==> config.mk <==
export PLATFORM = sky130hd
export DESIGN_NAME = axi_traffic_gen
export DESIGN_NICKNAME = d
export VERILOG_FILES = /design/src/rtl/axi_pkg.sv /design/src/rtl/axi_traffic_gen.sv
export SDC_FILE = /design/constraint.sdc
export NUM_CORES = 1
export LEC_CHECK = 0
export CAP_MARGIN = 20
export CORE_ASPECT_RATIO = 1.2
export CORE_MARGIN = 4
export CORE_UTILIZATION = 50
export CTS_BUF_LIST = sky130_fd_sc_hd__clkbuf_8
export DETAILED_ROUTE_END_ITERATION = 8
export PLACE_DENSITY = 0.84
export SYNTH_ARGS = -nofsm -noshare
export SYNTH_HDL_FRONTEND = slang
export SYNTH_SLANG_ARGS = --single-unit
==> constraint.sdc <==
create_clock -name clk -period 7.12 [get_ports clk]
set_input_delay 0.712 -clock clk [delete_from_list [all_inputs] [get_ports clk]]
set_output_delay 0.712 -clock clk [all_outputs]
set_load 0.1 [all_outputs]
==> src/rtl/axi_pkg.sv <==
// rtl/axi_pkg.sv - AXI field widths, channel payload structs and traffic generator state type
package axi_pkg;

  localparam int AXI_ID_W          = 8;
  localparam int AXI_ADDR_W        = 32;
  localparam int AXI_DATA_W        = 64;
  localparam int MEM_WORDS_PER_CPU = 1024;

  typedef struct packed {
    logic [AXI_ID_W-1:0]   id;
    logic [AXI_ADDR_W-1:0] addr;
  } axi_aw_t;

  typedef struct packed {
    logic [AXI_DATA_W-1:0] data;
  } axi_w_t;

  typedef struct packed {
    logic [AXI_ID_W-1:0] id;
    logic [1:0]          resp;
  } axi_b_t;

  typedef struct packed {
    logic [AXI_ID_W-1:0]   id;
    logic [AXI_ADDR_W-1:0] addr;
  } axi_ar_t;

  typedef struct packed {
    logic [AXI_ID_W-1:0]   id;
    logic [1:0]            resp;
    logic [AXI_DATA_W-1:0] data;
  } axi_r_t;

  typedef enum logic [2:0] {
    TG_IDLE,
    TG_WR,
    TG_WB,
    TG_RD,
    TG_RR,
    TG_DONE
  } tg_state_e;

endpackage

==> src/rtl/axi_traffic_gen.sv <==
// rtl/axi_traffic_gen.sv - per-CPU write/read-back AXI traffic generator with response checking
module axi_traffic_gen
  import axi_pkg::*;
#(
  parameter int CPU_IDX        = 0,
  parameter int TRANSACTION_NB = 1000,
  parameter int TIMEOUT        = 256
) (
  input  logic    clk,
  input  logic    rst_n,
  output axi_aw_t o_axi_m_aw,
  output logic    o_axi_m_awvalid,
  input  logic    i_axi_m_awready,
  output axi_w_t  o_axi_m_w,
  output logic    o_axi_m_wvalid,
  input  logic    i_axi_m_wready,
  input  axi_b_t  i_axi_m_b,
  input  logic    i_axi_m_bvalid,
  output logic    o_axi_m_bready,
  output axi_ar_t o_axi_m_ar,
  output logic    o_axi_m_arvalid,
  input  logic    i_axi_m_arready,
  input  axi_r_t  i_axi_m_r,
  input  logic    i_axi_m_rvalid,
  output logic    o_axi_m_rready,
  output logic    o_done,
  output logic [31:0] o_err_cnt,
  output logic    o_timeout
);

  localparam int          SLOT_W    = $clog2(MEM_WORDS_PER_CPU);
  localparam logic [31:0] LAST_SEQ  = 32'(TRANSACTION_NB - 1);
  localparam logic [31:0] WDOG_LAST = 32'(TIMEOUT - 1);

  // Word address inside this CPU's private window; the slot wraps so later pairs reuse it.
  function automatic logic [AXI_ADDR_W-1:0] seq_addr(input logic [31:0] s);
    logic [AXI_ADDR_W-1:0] word;
    word = AXI_ADDR_W'(CPU_IDX * MEM_WORDS_PER_CPU) + AXI_ADDR_W'(s[SLOT_W-1:0]);
    return word << 3;
  endfunction

  function automatic logic [AXI_DATA_W-1:0] seq_data(input logic [31:0] s);
    return {16'(CPU_IDX), 48'(s)};
  endfunction

  function automatic logic [AXI_ID_W-1:0] seq_id(input logic [31:0] s);
    return s[AXI_ID_W-1:0];
  endfunction

  tg_state_e   state_q, state_d;
  logic [31:0] seq_q, seq_d, seq_nxt;
  logic [31:0] wdog_q, wdog_d;
  logic [31:0] err_q, err_d;
  logic [32:0] err_sum;
  logic [2:0]  err_inc;
  axi_aw_t     aw_q, aw_d;
  axi_w_t      w_q, w_d;
  axi_ar_t     ar_q, ar_d;
  logic        awvalid_q, awvalid_d, wvalid_q, wvalid_d, arvalid_q, arvalid_d;
  logic        bready_q, bready_d, rready_q, rready_d;
  logic        done_q, done_d, timeout_q, timeout_d;

  assign seq_nxt = seq_q + 32'd1;

  // State, sequence and every output are registered together so outputs never glitch.
  always_ff @(posedge clk or negedge rst_n) begin
    if (!rst_n) begin
      state_q   <= TG_IDLE;
      seq_q     <= '0;
      wdog_q    <= '0;
      err_q     <= '0;
      aw_q      <= '0;
      w_q       <= '0;
      ar_q      <= '0;
      awvalid_q <= 1'b0;
      wvalid_q  <= 1'b0;
      arvalid_q <= 1'b0;
      bready_q  <= 1'b0;
      rready_q  <= 1'b0;
      done_q    <= 1'b0;
      timeout_q <= 1'b0;
    end else begin
      state_q   <= state_d;
      seq_q     <= seq_d;
      wdog_q    <= wdog_d;
      err_q     <= err_d;
      aw_q      <= aw_d;
      w_q       <= w_d;
      ar_q      <= ar_d;
      awvalid_q <= awvalid_d;
      wvalid_q  <= wvalid_d;
      arvalid_q <= arvalid_d;
      bready_q  <= bready_d;
      rready_q  <= rready_d;
      done_q    <= done_d;
      timeout_q <= timeout_d;
    end
  end

  // Next-state, next-output and response checking for the write/read-back sequence.
  always_comb begin
    state_d   = state_q;
    seq_d     = seq_q;
    wdog_d    = wdog_q;
    aw_d      = aw_q;
    w_d       = w_q;
    ar_d      = ar_q;
    awvalid_d = awvalid_q;
    wvalid_d  = wvalid_q;
    arvalid_d = arvalid_q;
    timeout_d = timeout_q;
    err_inc   = 3'd0;

    case (state_q)
      TG_IDLE: begin
        state_d   = TG_WR;
        awvalid_d = 1'b1;
        wvalid_d  = 1'b1;
        aw_d      = '{id: seq_id(seq_q), addr: seq_addr(seq_q)};
        w_d       = '{data: seq_data(seq_q)};
      end
      TG_WR: begin
        // AW and W retire independently; move on once both have been accepted.
        if (awvalid_q && i_axi_m_awready) awvalid_d = 1'b0;
        if (wvalid_q && i_axi_m_wready) wvalid_d = 1'b0;
        if (!awvalid_d && !wvalid_d) begin
          state_d = TG_WB;
          wdog_d  = '0;
        end
      end
      TG_WB: begin
        if (i_axi_m_bvalid) begin
          if (i_axi_m_b.id != seq_id(seq_q)) err_inc = err_inc + 3'd1;
          if (i_axi_m_b.resp != 2'd0) err_inc = err_inc + 3'd1;
          state_d   = TG_RD;
          arvalid_d = 1'b1;
          ar_d      = '{id: seq_id(seq_q), addr: seq_addr(seq_q)};
        end else if (wdog_q == WDOG_LAST) begin
          state_d   = TG_DONE;
          timeout_d = 1'b1;
          err_inc   = err_inc + 3'd1;
        end else begin
          wdog_d = wdog_q + 32'd1;
        end
      end
      TG_RD: begin
        if (i_axi_m_arready) begin
          arvalid_d = 1'b0;
          state_d   = TG_RR;
          wdog_d    = '0;
        end
      end
      TG_RR: begin
        if (i_axi_m_rvalid) begin
          if (i_axi_m_r.id != seq_id(seq_q)) err_inc = err_inc + 3'd1;
          if (i_axi_m_r.resp != 2'd0) err_inc = err_inc + 3'd1;
          if (i_axi_m_r.data != seq_data(seq_q)) err_inc = err_inc + 3'd1;
          if (seq_q == LAST_SEQ) begin
            state_d = TG_DONE;
          end else begin
            seq_d     = seq_nxt;
            state_d   = TG_WR;
            awvalid_d = 1'b1;
            wvalid_d  = 1'b1;
            aw_d      = '{id: seq_id(seq_nxt), addr: seq_addr(seq_nxt)};
            w_d       = '{data: seq_data(seq_nxt)};
          end
        end else if (wdog_q == WDOG_LAST) begin
          state_d   = TG_DONE;
          timeout_d = 1'b1;
          err_inc   = err_inc + 3'd1;
        end else begin
          wdog_d = wdog_q + 32'd1;
        end
      end
      default: ;
    endcase

    // A response arriving while none is awaited is counted and dropped.
    if (i_axi_m_bvalid && state_q != TG_WB) err_inc = err_inc + 3'd1;
    if (i_axi_m_rvalid && state_q != TG_RR) err_inc = err_inc + 3'd1;

    err_sum  = {1'b0, err_q} + 33'(err_inc);
    err_d    = err_sum[32] ? '1 : err_sum[31:0];
    bready_d = (state_d != TG_IDLE) && (state_d != TG_DONE);
    rready_d = bready_d;
    done_d   = (state_d == TG_DONE);
  end

  assign o_axi_m_aw      = aw_q;
  assign o_axi_m_awvalid = awvalid_q;
  assign o_axi_m_w       = w_q;
  assign o_axi_m_wvalid  = wvalid_q;
  assign o_axi_m_bready  = bready_q;
  assign o_axi_m_ar      = ar_q;
  assign o_axi_m_arvalid = arvalid_q;
  assign o_axi_m_rready  = rready_q;
  assign o_done          = done_q;
  assign o_err_cnt       = err_q;
  assign o_timeout       = timeout_q;

endmodule

======== Word level (Yosys, flattened, before mapping) ========
Cells that the tools add are included.
storage, ports and cells
  input bits .............................. 91
  bits in registers ....................... 227
  word-level logic and storage cells ...... 120
  output and inout bits ................... 183
operators by class
  muxes and demuxes ....................... 52
  bitwise gates (word level) .............. 1
  reductions and logical operators ........ 24
  eq/ne operators ......................... 20
  $add $sub $neg .......................... 8
operators by type and width
  cell                                                                number
  32-bit 2-to-1 mux                                                   6
  64-bit 2-to-1 mux                                                   2
  32-bit case mux with 4 select lines                                 1
  64-bit case mux with 2 select lines                                 1
  40-bit 2-to-1 mux                                                   2
  40-bit case mux with 2 select lines                                 1
  32-bit by 1-bit adder with 32-bit output (second input constant)    2
  64-bit by 32-bit inequality test with 1-bit output                  1
  3-bit 2-to-1 mux                                                    19
  32-bit by 3-bit adder with 33-bit output                            1
  32-bit by 10-bit == test with 1-bit output (second input constant)  1
  32-bit by 8-bit == test with 1-bit output (second input constant)   1
  8-bit inequality test                                               2
  3-bit by 1-bit adder with 3-bit output (second input constant)      5
  3-bit case mux with 5 select lines                                  1
  3-bit AND reduction                                                 5
  1-bit 2-to-1 mux                                                    14
  2-bit inequality test (second input constant)                       7
  2-bit nonzero test                                                  5
  3-bit by 2-bit == test with 1-bit output (second input constant)    2
  3-bit == test (second input constant)                               2
  1-bit logical AND                                                   6
  3-bit inequality test (second input constant)                       2
  1-bit case mux with 3 select lines                                  2
  11 further kinds                                                    14

======== Longest topological paths before layout ========
Gate-level depths: netlist of the first run.
  depth after elaboration ................. 18
  mapped depth ............................ 23
  gate-level depth less buffers ........... 22

======== Worst setup path before layout of the first run ========
Ideal clock, no wire load.
  kind .................................... input to register
  start point ............................. input i_axi_m_r[69] (netlist name)
  end point ............................... register err_q[30], in the netlist o_err_cnt[30]
  slack ................................... 1772 ps
  data required time ...................... 6994 ps
  library setup time ...................... 126 ps
  path buffers ............................ 0
  stages on the path ...................... 19
  data arrival time ....................... 5222 ps
  path through ............................ xor2_1 > nor4_1 > nand4_1 > ha_1 > or4_1 > a31o_2 > ha_1 > nor2_1 > a31oi_1 > ha_1 > o22ai_1 > a31o_2 > fa_1 > nor2b_1 > o2111ai_1 > nor4_1 > nand2b_1 > nor3_1 > mux2_2
between the ends
  cells in the longest elaborated chain, start to end .. 18
RTL lines
  what                                          RTL line                RTL
  start: declaration                            axi_traffic_gen.sv:23   input axi_r_t i_axi_m_r,
  8-bit inequality test (*)                     axi_traffic_gen.sv:155  if (i_axi_m_r.id != seq_id(seq_q)) err_inc = err_inc + 3'd1;
  1-bit 2-to-1 mux (*)                          axi_traffic_gen.sv:155
  3-bit 2-to-1 mux (*)                          axi_traffic_gen.sv:154  if (i_axi_m_rvalid) begin
  3-bit 2-to-1 mux (*)                          axi_traffic_gen.sv:114  case (state_q)
  3-bit by 1-bit adder with 3-bit output        axi_traffic_gen.sv:156  if (i_axi_m_r.resp != 2'd0) err_inc = err_inc + 3'd1;
  3-bit 2-to-1 mux (*)                          axi_traffic_gen.sv:156
  3-bit 2-to-1 mux (*)                          axi_traffic_gen.sv:154
  3-bit 2-to-1 mux (*)                          axi_traffic_gen.sv:114
  [3 not listed]                                -
  3-bit case mux with 2 select lines (*)        axi_traffic_gen.sv:114
  3-bit by 1-bit adder with 3-bit output        axi_traffic_gen.sv:180  if (i_axi_m_bvalid && state_q != TG_WB) err_inc = err_inc + 3'd1;
  3-bit 2-to-1 mux (*)                          axi_traffic_gen.sv:180
  3-bit by 1-bit adder with 3-bit output        axi_traffic_gen.sv:181  if (i_axi_m_rvalid && state_q != TG_RR) err_inc = err_inc + 3'd1;
  3-bit 2-to-1 mux (*)                          axi_traffic_gen.sv:181
  32-bit by 3-bit adder with 33-bit output (*)  axi_traffic_gen.sv:183  err_sum = {1'b0, err_q} + 33'(err_inc);
  32-bit 2-to-1 mux (*)                         axi_traffic_gen.sv:184  err_d = err_sum[32] ? '1 : err_sum[31:0];
  via err_d[30]                                 axi_traffic_gen.sv:53   logic [31:0] err_q, err_d;
  end signal: assignment                        axi_traffic_gen.sv:86   err_q <= err_d;
  end: declaration                              axi_traffic_gen.sv:53
Mark *: on every way through the listed nets, which the timed path passes. The rest lies on a longest branch. The select of a mux whose other input is x is not followed.
A chain may end at the register's enable or synchronous reset.

======== Worst setup path in the final report of the first run ========
Ends and elaborated chain as after synthesis.

==> flow_summary.toml, run 1 <==
[timing]
finalHoldViolCount = 0
rsz0062_at_grt = "false"
final.setup_skew_ns = 0.0104
setup_viol_count_final = 0
slew_viol_final = 0
fmaxAchievable_mhz = 168
layout_worst_path_cycle_share_pct = 83.7
timing.max_slew.rel_slack_pct = 31.3
finalSetupTns_ns = 0
final_period_minus_worst_setup_slack_ns = 5.96
worstMarginPinSlew_ns = 1.03
worst_slack_ns = 1.16

[floorplanning]
fp.dieH_um = 158
core.rowCount = 54
start_util_pct = 51.3
core_area_mm2 = 0.0184
ios = 274
fp.dieArea_mm2 = 0.0211
die-width_um = 133

[worst_setup_path]
regToRegSetupSlack_ns = 1.20
cp_slowest_stage_delay_ns = 0.54
worstPathCellList = "clkdlybuf4s50_1, xor2_1, nor4_1, nand4_1, ha_1, or4_1, a31o_2, ha_1, nor2_1, a31oi_1, ha_1, o22ai_1, a31o_2, fa_1, nor2b_1, o2111ai_1, nor4_1, nand2b_1, nor3_1, mux2_2"
r2r-end = "o_err_cnt[30]$_DFF_PN0_"
path_common_cell = "sky130_fd_sc_hd__ha_1"
worst-path-max-fanout = 7
critPathSlowestCell = "sky130_fd_sc_hd__or4_1"
worst_setup_path_end_kind = "register"
worst-endpoint-arrival_ns = 6.31
rr_worst_depth = 19
worstSetupPathType = "in2reg"
start_kind = "input pin"
critical_path_required_ns = 7.47
worst_r2r_startpoint = "seq_q[3]$_DFFE_PN0P_"

[clock_tree]
cts.repair_timing.setup_buffer_count = 0
ctsRootBufferMaster = "sky130_fd_sc_hd__clkbuf_8"
numClockSinks = 147
clk_pin_slew_ns = 0.08
holdBufCountCts = 0
clkLatencyLatePin_ns = 0.47
cts-root-to-sink-buffers = 2
tritoncts.num_buffers = 17
cts_max_level = 4
tritoncts_clock_tree = "built"
post_cts.resized_instances = 0

[power_and_ir_drop]
power_density_mw_per_mm2 = 353
p_int_w = 0.00191
power_frac_clock_pct = 17.8
netSwitchingFraction_pct = 52.6
switchingPower_w = 0.00212
power.share.combinational_pct = 53.6
p_leak_nw = 4.86
ir_worst_vdd_mv = 0.412
power.share.sequential_pct = 28.6

[cells_and_area]
num-nets-final = 1298
antenna_cells = 0
final_design_area_no_fill_mm2 = 0.0114
area_growth_synth_to_finish_pct = 21.2
fillers = 1551
drive_above_1_share_pct = 6.70
layout.cells.non_filler = 1461

[placement]
post_dp_cell_area_mm2 = 0.0110
io_buffer_count = 197
dp_worst_setup_slack_ns = 0.670
place_hpwl_um = 18500
numPlacedInstances = 1429
gp_routability_congestion = 0.903

[global_routing]
maximum_number_of_pins_on_one_net_before_global_route_repair = 77
grt_antenna_before_repair = 1
overflow = 0
grt_first_pass_wirelength_um = 38600
track_usage_pct = 22.6
first_global_vias = 7651

[synthesis]
yosys_most_used_dff = "sky130_fd_sc_hd__dfrtp_1"
yosys.area.top_type = "sky130_fd_sc_hd__dfrtp_1"
netlist_area_mm2 = 0.00944
synth_top_cell_area_share_pct = 39.0
yosys-top-cells-count = "147 x sky130_fd_sc_hd__dfrtp_1, 121 x sky130_fd_sc_hd__nand2_1, 107 x sky130_fd_sc_hd__buf_4"
synthMostInstantiatedCell = "sky130_fd_sc_hd__dfrtp_1"
syn_avg_cell_area_um2 = 8.87
synth_cell_type_count = 75
netlist_top_cells_area = "sky130_fd_sc_hd__dfrtp_1 39%, sky130_fd_sc_hd__buf_4 8.5%, sky130_fd_sc_hd__xor2_1 6.3%"
yosys_warnings = 0
postSynthRegisterBits = 147
synth-edff-count = 0
netlist_instances = 1064
synth_seq_area_share_pct = 39.0
ys_async_sr_fraction_pct = 100

[drt]
drc = 0
detail_route.wirelength_um = 24800
avgViaCountPerCell = 5.51
drt_pre_antenna_iters = 5
first_iter_violations = 721
vias = 8043
antenna_left = 0
routedWlPerCell_um = 17.0

[worst_hold_path]
hold_path.class = "in2async"

[run]
number_of_violations_of_the_max_capacitance_limit = 0

[run_status]
status = "finished clean"
area by class of cell:
cell class,instances,area [µm²],share of cell area [%]
Clock inverter,12,163,1.42
Timing Repair Buffer,205,2030,17.8
Sequential cell,147,3680,32.2
Inverter,22,82.6,0.722
Multi-Input combinational cell,803,4890,42.7
Clock buffer,20,275,2.41
Tap cell,252,315,2.76
how the worst max path moves through the flow:
stage / from / endpoint / slack [ns] / depth (start not counted)
after global placement: i_axi_m_r[69] / o_err_cnt[30]$_DFF_PN0_ / 0.95 / 20
after CTS: i_axi_m_r[69] / o_err_cnt[30]$_DFF_PN0_ / 1.15 / 20
after floorplan: i_axi_m_r[69] / o_err_cnt[30]$_DFF_PN0_ / 1.77 / 19
final: i_axi_m_r[69] / o_err_cnt[30]$_DFF_PN0_ / 1.16 / 20
after global routing: i_axi_m_r[69] / o_err_cnt[30]$_DFF_PN0_ / 0.65 / 20
after detailed placement: i_axi_m_r[69] / o_err_cnt[30]$_DFF_PN0_ / 0.67 / 20
critical path, delay by kind of cell:
kind | cells | cell delay [ns]
XOR/XNOR | 1 | 0.16
AO/OA/AOI/OAI | 5 | 0.91
adder cells (fa/ha/maj) | 4 | 1.43
AND/OR/NAND/NOR | 8 | 2.30
multiplexers | 1 | 0.36
buffers and inverters | 1 | 0.45
registers in the layout, summed over array words and instances, names as in the netlist:
| name | count |
|---|---|
| o_axi_m_wvalid | 1 |
| seq_q | 32 |
| state_q | 3 |
| o_axi_m_aw | 9 |
| o_axi_m_w | 23 |
| o_axi_m_arvalid | 1 |
| o_axi_m_ar | 10 |
| o_axi_m_awvalid | 1 |
| o_err_cnt | 32 |
| o_axi_m_rready | 1 |
| o_timeout | 1 |
| wdog_q | 32 |
| o_done | 1 |
power by group through the flow:
| stage | sequential (W) | combinational (W) | clock (W) |
|---|---|---|---|
| 3_3_place_gp | 0.00116 | 0.00213 | 0 |
| 6_report | 0.00115 | 0.00216 | 0.000718 |
| 3_5_place_dp | 0.00116 | 0.00216 | 0 |
| 5_1_grt | 0.00118 | 0.00228 | 0.000767 |
| 2_1_floorplan | 0.00175 | 0.00114 | 0 |
| 4_1_cts | 0.00115 | 0.00216 | 0.000730 |
metrics by stage:
stage	utilization, %	power (W)	hold WS [ns]
2_1_floorplan	-	0.00289	0.416
3_3_place_gp	59.8	0.00329	0.453
3_5_place_dp	59.8	0.00332	0.465
4_1_cts	62.2	0.00404	0.266
5_1_grt	62.2	0.00422	0.277
6_report	62.2	0.00403	0.240
placed cells by master (no fill, tap or decap), types with 19 or more instances in the layout:
| cell type | synthesis | layout |
|---|---|---|
| sky130_fd_sc_hd__nor3_1 | 19 | 19 |
| sky130_fd_sc_hd__inv_1 | 22 | 25 |
| sky130_fd_sc_hd__a21oi_1 | 35 | 35 |
| sky130_fd_sc_hd__dfrtp_1 | 147 | 147 |
| sky130_fd_sc_hd__o21ai_0 | 71 | 71 |
| sky130_fd_sc_hd__nand4_1 | 33 | 33 |
| sky130_fd_sc_hd__nand3_1 | 46 | 46 |
| sky130_fd_sc_hd__xor2_1 | 68 | 68 |
| sky130_fd_sc_hd__clkbuf_8 | 1 | 20 |
| sky130_fd_sc_hd__nand2_1 | 121 | 121 |
| sky130_fd_sc_hd__nor2_1 | 51 | 51 |
| sky130_fd_sc_hd__clkdlybuf4s50_1 | 0 | 196 |
| sky130_fd_sc_hd__xnor2_1 | 49 | 49 |
| sky130_fd_sc_hd__and3_1 | 21 | 21 |
| sky130_fd_sc_hd__conb_1 | 1 | 76 |
| sky130_fd_sc_hd__nor4_1 | 32 | 32 |
logic make-up after synthesis:
kind of cell / synth area share, %
buffers and inverters: 12.4
AO/OA/AOI/OAI: 11.8
adder cells (fa/ha/maj): 1.66
AND/OR/NAND/NOR: 22.4
flip-flops: 39.0
multiplexers: 1.90
other: 0.0397
XOR/XNOR: 10.9
per-layer routing:
metal / global-route usage [%] / vias up / routed length [µm]
met5: 0 / - / 12
met3: 5.59 / 42 / 1950
li1: - / 3806 / -
met4: 7.35 / 2 / 524
met1: 27.8 / 3844 / 9860
met2: 39.4 / 349 / 12500
Power figures use the tool's default switching activity.
==> inputs of run 2 (changes only) <==
Settings changed: CORE_UTILIZATION 50 to 45, PLACE_DENSITY 0.84 to 0.79.
Clock period 7.12 ns to 5.25 ns, I/O delays scaled along.
==> flow_summary.toml, run 2 (synthesized netlist as in run 1, its figures left out) <==
[worst_setup_path]
worst-path-max-fanout = 4
regToRegSetupSlack_ns = 0.24
worst-endpoint-arrival_ns = 5.44
worstSetupPathType = "in2reg"
worst_setup_path_end_kind = "register"
rr_worst_depth = 21
r2r-end = "o_err_cnt[30]$_DFF_PN0_"
worst_r2r_startpoint = "seq_q[1]$_DFFE_PN0P_"
critical_path_required_ns = 5.60
timing.critical_path.to = "o_err_cnt[30]$_DFF_PN0_"
start_kind = "input pin"
timing.critical_path.from = "i_axi_m_r[10]"

[timing]
timing.max_slew.rel_slack_pct = 30.6
setup_viol_count_final = 0
finalSetupTns_ns = 0
final_period_minus_worst_setup_slack_ns = 5.09
worstMarginPinSlew_ns = 1.04
finalHoldViolCount = 0
fmaxAchievable_mhz = 196
fin_hold_ws_ns = 0.429
layout_worst_path_cycle_share_pct = 97.0
slew_viol_final = 0
final.setup_skew_ns = 0.0120

[drt]
drt_pre_antenna_iters = 5
drc = 0
detail_route.wirelength_um = 26800
routedWlPerCell_um = 17.6
vias = 8323
avgViaCountPerCell = 5.46
first_iter_violations = 688
antenna_left = 0

[cells_and_area]
layout.cells.most_common = "sky130_fd_sc_hd__clkdlybuf4s50_1"
num-nets-final = 1350
mostFrequentLayoutCells = "189 x sky130_fd_sc_hd__clkdlybuf4s50_1, 146 x sky130_fd_sc_hd__dfrtp_1, 121 x sky130_fd_sc_hd__nand2_1"
final_design_area_no_fill_mm2 = 0.0120
drive_above_1_share_pct = 12.5
antenna_cells = 0
fillers = 1788
area_growth_synth_to_finish_pct = 27.4

[placement]
io_buffer_count = 197
post_dp_cell_area_mm2 = 0.0114
gp_routability_congestion = 0.937
place_hpwl_um = 19800

[floorplanning]
core.rowCount = 57
core_area_mm2 = 0.0205
die-width_um = 140
ios = 274
start_util_pct = 46.1
fp.dieArea_mm2 = 0.0234
fp.dieH_um = 167

[global_routing]
overflow = 0
grt_antenna_before_repair = 0
first_global_vias = 7977
maximum_number_of_pins_on_one_net_before_global_route_repair = 110
grt_first_pass_wirelength_um = 42200
track_usage_pct = 22.2

[power_and_ir_drop]
fin_total_pwr_w = 0.00557
ir_worst_vdd_mv = 0.481
power_density_mw_per_mm2 = 463
p_leak_nw = 5.21

[clock_tree]
clk_pin_slew_ns = 0.08
numClockSinks = 147
clkLatencyLatePin_ns = 0.47
tritoncts_clock_tree = "built"
cts_max_level = 4
tritoncts.num_buffers = 17
cts-root-to-sink-buffers = 2
ctsRootBufferMaster = "sky130_fd_sc_hd__clkbuf_8"

[worst_hold_path]
hold_path.class = "in2async"

[run]
number_of_violations_of_the_max_capacitance_limit = 0

[run_status]
status = "finished clean"
==> run 2: through the flow <==
stage	setup slack (ns)	std cells	util, %
floorplan	0.0790	1139	-
global placement	-0.520	1488	55.5
detailed placement	-0.643	1488	55.5
CTS	0.0172	1519	57.7
global route	-0.0850	1525	58.8
finish	0.157	1525	58.8
==> run 2: worst min path at each step <==
stage / start / to / cells after the start
floorplan: rst_n / o_axi_m_ar[10]$_DFFE_PN0P_ / 0
global placement: o_timeout$_DFFE_PN0P_ / o_timeout$_DFFE_PN0P_ / 1
detailed placement: o_timeout$_DFFE_PN0P_ / o_timeout$_DFFE_PN0P_ / 1
CTS: rst_n / o_axi_m_w[25]$_DFFE_PN0P_ / 1
global route: rst_n / o_axi_m_w[26]$_DFFE_PN0P_ / 2
finish: rst_n / o_axi_m_w[26]$_DFFE_PN0P_ / 2
==> run 2: per-layer routing <==
| layer | GRT usage [%] | share of wire, % |
|---|---|---|
| met4 | 6.49 | 2.5 |
| met1 | 27.6 | 39 |
| met3 | 4.39 | 6.9 |
| met2 | 38.9 | 52 |
| met5 | 0 | 0 |
==> run 2: repair_timing <==
| action | in CTS | in global routing |
|---|---|---|
| gates resized for setup | 6 | 30 |
| pin swaps | 4 | 25 |
| endpoints found under the hold margin | 0 | 10 |
| hold buffers | 0 | 1 |
| setup buffers | 0 | 4 |
| setup endpoints to repair | 3 | 31 |
==> run 2: report_power, final <==
| group | internal [W] | leakage, nW | switching [W] |
|---|---|---|---|
| combinational | 0.000802 | 3.05 | 0.00233 |
| clock | 0.000480 | 0.207 | 0.000452 |
| sequential | 0.00132 | 1.95 | 0.000186 |
| total | 0.00260 | 5.21 | 0.00296 |
==> run 2: critical path, stage by stage <==
cell and delay (ns):
sky130_fd_sc_hd__clkdlybuf4s50_1 0.52, sky130_fd_sc_hd__xnor2_1 0.13, sky130_fd_sc_hd__nand4_1 0.16, sky130_fd_sc_hd__or4_4 0.59, sky130_fd_sc_hd__or4_4 0.55, sky130_fd_sc_hd__a31o_4 0.24
sky130_fd_sc_hd__ha_4 0.26, sky130_fd_sc_hd__nor2_1 0.03, sky130_fd_sc_hd__a31oi_1 0.17, sky130_fd_sc_hd__ha_2 0.20, sky130_fd_sc_hd__nand3_2 0.09, sky130_fd_sc_hd__xor2_2 0.18
sky130_fd_sc_hd__xnor2_2 0.15, sky130_fd_sc_hd__ha_1 0.33, sky130_fd_sc_hd__nor2b_4 0.22, sky130_fd_sc_hd__o2111ai_4 0.16, sky130_fd_sc_hd__nor4_2 0.18, sky130_fd_sc_hd__buf_4 0.17
sky130_fd_sc_hd__nand2b_4 0.07, sky130_fd_sc_hd__nor3_4 0.19, sky130_fd_sc_hd__mux2_4 0.31
==> run 2: area by class of cell <==
| class | count | area, µm² | area share (%) |
|---|---|---|---|
| Clock buffer | 18 | 248 | 2.06 |
| Clock inverter | 13 | 159 | 1.32 |
| Inverter | 22 | 82.6 | 0.687 |
| Multi-Input combinational cell | 803 | 5060 | 42.1 |
| Sequential cell | 147 | 3680 | 30.6 |
| Tap cell | 265 | 332 | 2.76 |
| Timing Repair Buffer | 257 | 2460 | 20.5 |
==> inputs of run 3 (changes only) <==
Settings changed: CORE_UTILIZATION 45 to 54, PLACE_DENSITY 0.79 to 0.89.
Clock period 5.25 ns to 6.5 ns, I/O delays scaled along.
==> flow_summary.toml, run 3 (synthesized netlist as in run 1, its figures left out) <==
[run_status]
status = "finished clean"

[timing]
rsz0062_at_grt = "false"
worstMarginPinSlew_ns = 1.04
layout_worst_path_cycle_share_pct = 87.6
timing.max_slew.rel_slack_pct = 30.4
fmaxAchievable_mhz = 176
finalHoldViolCount = 0
final_period_minus_worst_setup_slack_ns = 5.70
setup_viol_count_final = 0
slew_viol_final = 0
final.setup_skew_ns = 0.0129
finalSetupTns_ns = 0

[drt]
avgViaCountPerCell = 5.78
detail_route.wirelength_um = 25600
drt_pre_antenna_iters = 6
drc = 0
antenna_left = 0
routedWlPerCell_um = 17.9
vias = 8269
first_iter_violations = 758

[global_routing]
first_global_vias = 8088
maximum_number_of_pins_on_one_net_before_global_route_repair = 81
track_usage_pct = 25.4
grt_first_pass_wirelength_um = 40500
grt_antenna_before_repair = 1
overflow = 0

[cells_and_area]
drive_above_1_share_pct = 7.08
area_growth_synth_to_finish_pct = 21.2
multi_input_area_mm2 = 0.00489
seqCellArea_mm2 = 0.00368
num-nets-final = 1304
layout.cells.most_common = "sky130_fd_sc_hd__clkdlybuf4s50_1"
antenna_cells = 0
fillers = 1355
finalCoreUtilization_pct = 67.1
mostFrequentLayoutCells = "196 x sky130_fd_sc_hd__clkdlybuf4s50_1, 147 x sky130_fd_sc_hd__dfrtp_1, 121 x sky130_fd_sc_hd__nand2_1"

[clock_tree]
clkLatencyLatePin_ns = 0.47
clk_pin_slew_ns = 0.08
holdBufCountCts = 0
cts-root-to-sink-buffers = 2
tritoncts.num_buffers = 17
post_cts.resized_instances = 0
cts.repair_timing.setup_buffer_count = 0
tritoncts_clock_tree = "built"
numClockSinks = 147
ctsRootBufferMaster = "sky130_fd_sc_hd__clkbuf_8"
cts_max_level = 4

[run]
number_of_violations_of_the_max_capacitance_limit = 0

[floorplanning]
fp.dieArea_mm2 = 0.0197
die-width_um = 129
core.rowCount = 52
start_util_pct = 55.4
fp.dieH_um = 153
core_area_mm2 = 0.0170
ios = 274

[power_and_ir_drop]
ir_worst_vdd_mv = 0.383
p_leak_nw = 4.89
power_density_mw_per_mm2 = 385

[placement]
gp_routability_congestion = 0.903
place_hpwl_um = 18600
io_buffer_count = 197

[worst_setup_path]
worstSetupPathType = "in2reg"
critical_path_required_ns = 6.85
regToRegSetupSlack_ns = 0.86
path_common_cell = "sky130_fd_sc_hd__ha_1"
worst_setup_path_end_kind = "register"
worst-path-max-fanout = 7
critPathTopFamily = "simple AND/OR/NAND/NOR gates"
critPathSlowestCell = "sky130_fd_sc_hd__or4_1"
timing.critical_path.from = "i_axi_m_r[68]"
worst-endpoint-arrival_ns = 6.04
worst_path_buf_inv = 1
cp_slowest_stage_delay_ns = 0.54
worstPathCellList = "clkdlybuf4s50_1, xor2_1, nor4_1, nand4_1, ha_1, or4_1, a31o_2, ha_1, nor2_1, a31oi_1, ha_1, o22ai_1, a31o_2, fa_1, nor2b_1, o2111ai_1, nor4_1, nand2b_1, nor3_1, mux2_2"
start_kind = "input pin"
worst_r2r_startpoint = "seq_q[10]$_DFFE_PN0P_"

[worst_hold_path]
hold_path.class = "in2async"
[run 3: area by class of cell]
cell class                 count  share of cell area (%)
sequential                   147                    32.2
tap                          216                    2.36
clock buffer                  20                    2.41
inverter                      22                   0.722
clock inverter                12                    1.23
multi-input combinational    803                    42.8
timing repair buffer         211                    18.4
[run 3: worst register-to-register path, stage by stage (launching register included)]
cell and delay, ns:
sky130_fd_sc_hd__dfrtp_1 0.52, sky130_fd_sc_hd__xnor2_1 0.33, sky130_fd_sc_hd__nand4_1 0.21, sky130_fd_sc_hd__or4_4 0.61, sky130_fd_sc_hd__or3_4 0.37, sky130_fd_sc_hd__a21oi_1 0.31
sky130_fd_sc_hd__nand2_1 0.10, sky130_fd_sc_hd__ha_1 0.32, sky130_fd_sc_hd__nor2_1 0.10, sky130_fd_sc_hd__a31oi_1 0.06, sky130_fd_sc_hd__ha_1 0.32, sky130_fd_sc_hd__o22ai_1 0.09
sky130_fd_sc_hd__a31o_2 0.23, sky130_fd_sc_hd__fa_1 0.40, sky130_fd_sc_hd__nor2b_1 0.20, sky130_fd_sc_hd__o2111ai_1 0.16, sky130_fd_sc_hd__nor4_1 0.40, sky130_fd_sc_hd__nand2b_1 0.22
sky130_fd_sc_hd__nor3_1 0.21, sky130_fd_sc_hd__mux2_2 0.36
[run 3: path summary, 6_finish.rpt]
check                                             to  depth (start not counted)
setup / recovery             o_err_cnt[30]$_DFF_PN0_                         20
hold / removal             o_axi_m_w[26]$_DFFE_PN0P_                          1
setup reg to reg             o_err_cnt[30]$_DFF_PN0_                         19
hold reg to reg            o_axi_m_w[20]$_DFFE_PN0P_                          2
max in group asynchronous    o_err_cnt[17]$_DFF_PN0_                          3
min in group clk           o_axi_m_w[20]$_DFFE_PN0P_                          2
[run 3: layer usage]
metal	up-vias	GRT usage [%]	wire, µm
met5	-	0	13
met4	2	11.2	948
met3	89	5.93	2210
met2	453	42.8	12800
met1	3916	30.8	9570
li1	3809	-	-
[run 3: power breakdown]
part,total [W],switching (W),internal [W]
clock network,0.000754,0.000349,0.000404
registers,0.00125,0.000185,0.00107
logic,0.00240,0.00181,0.000592
[run 3: stage by stage]
stage	setup WS (ns)	hold WS, ns	cell area (µm²)	total power, W	cells
after floorplan	1.21	0.354	9720	0.00317	1139
after global placement	0.461	0.452	11000	0.00361	1398
after detailed placement	0.304	0.460	11000	0.00365	1398
after CTS	0.775	0.181	11400	0.00441	1430
after global routing	0.430	0.191	11400	0.00460	1431
final	0.805	0.156	11400	0.00441	1431
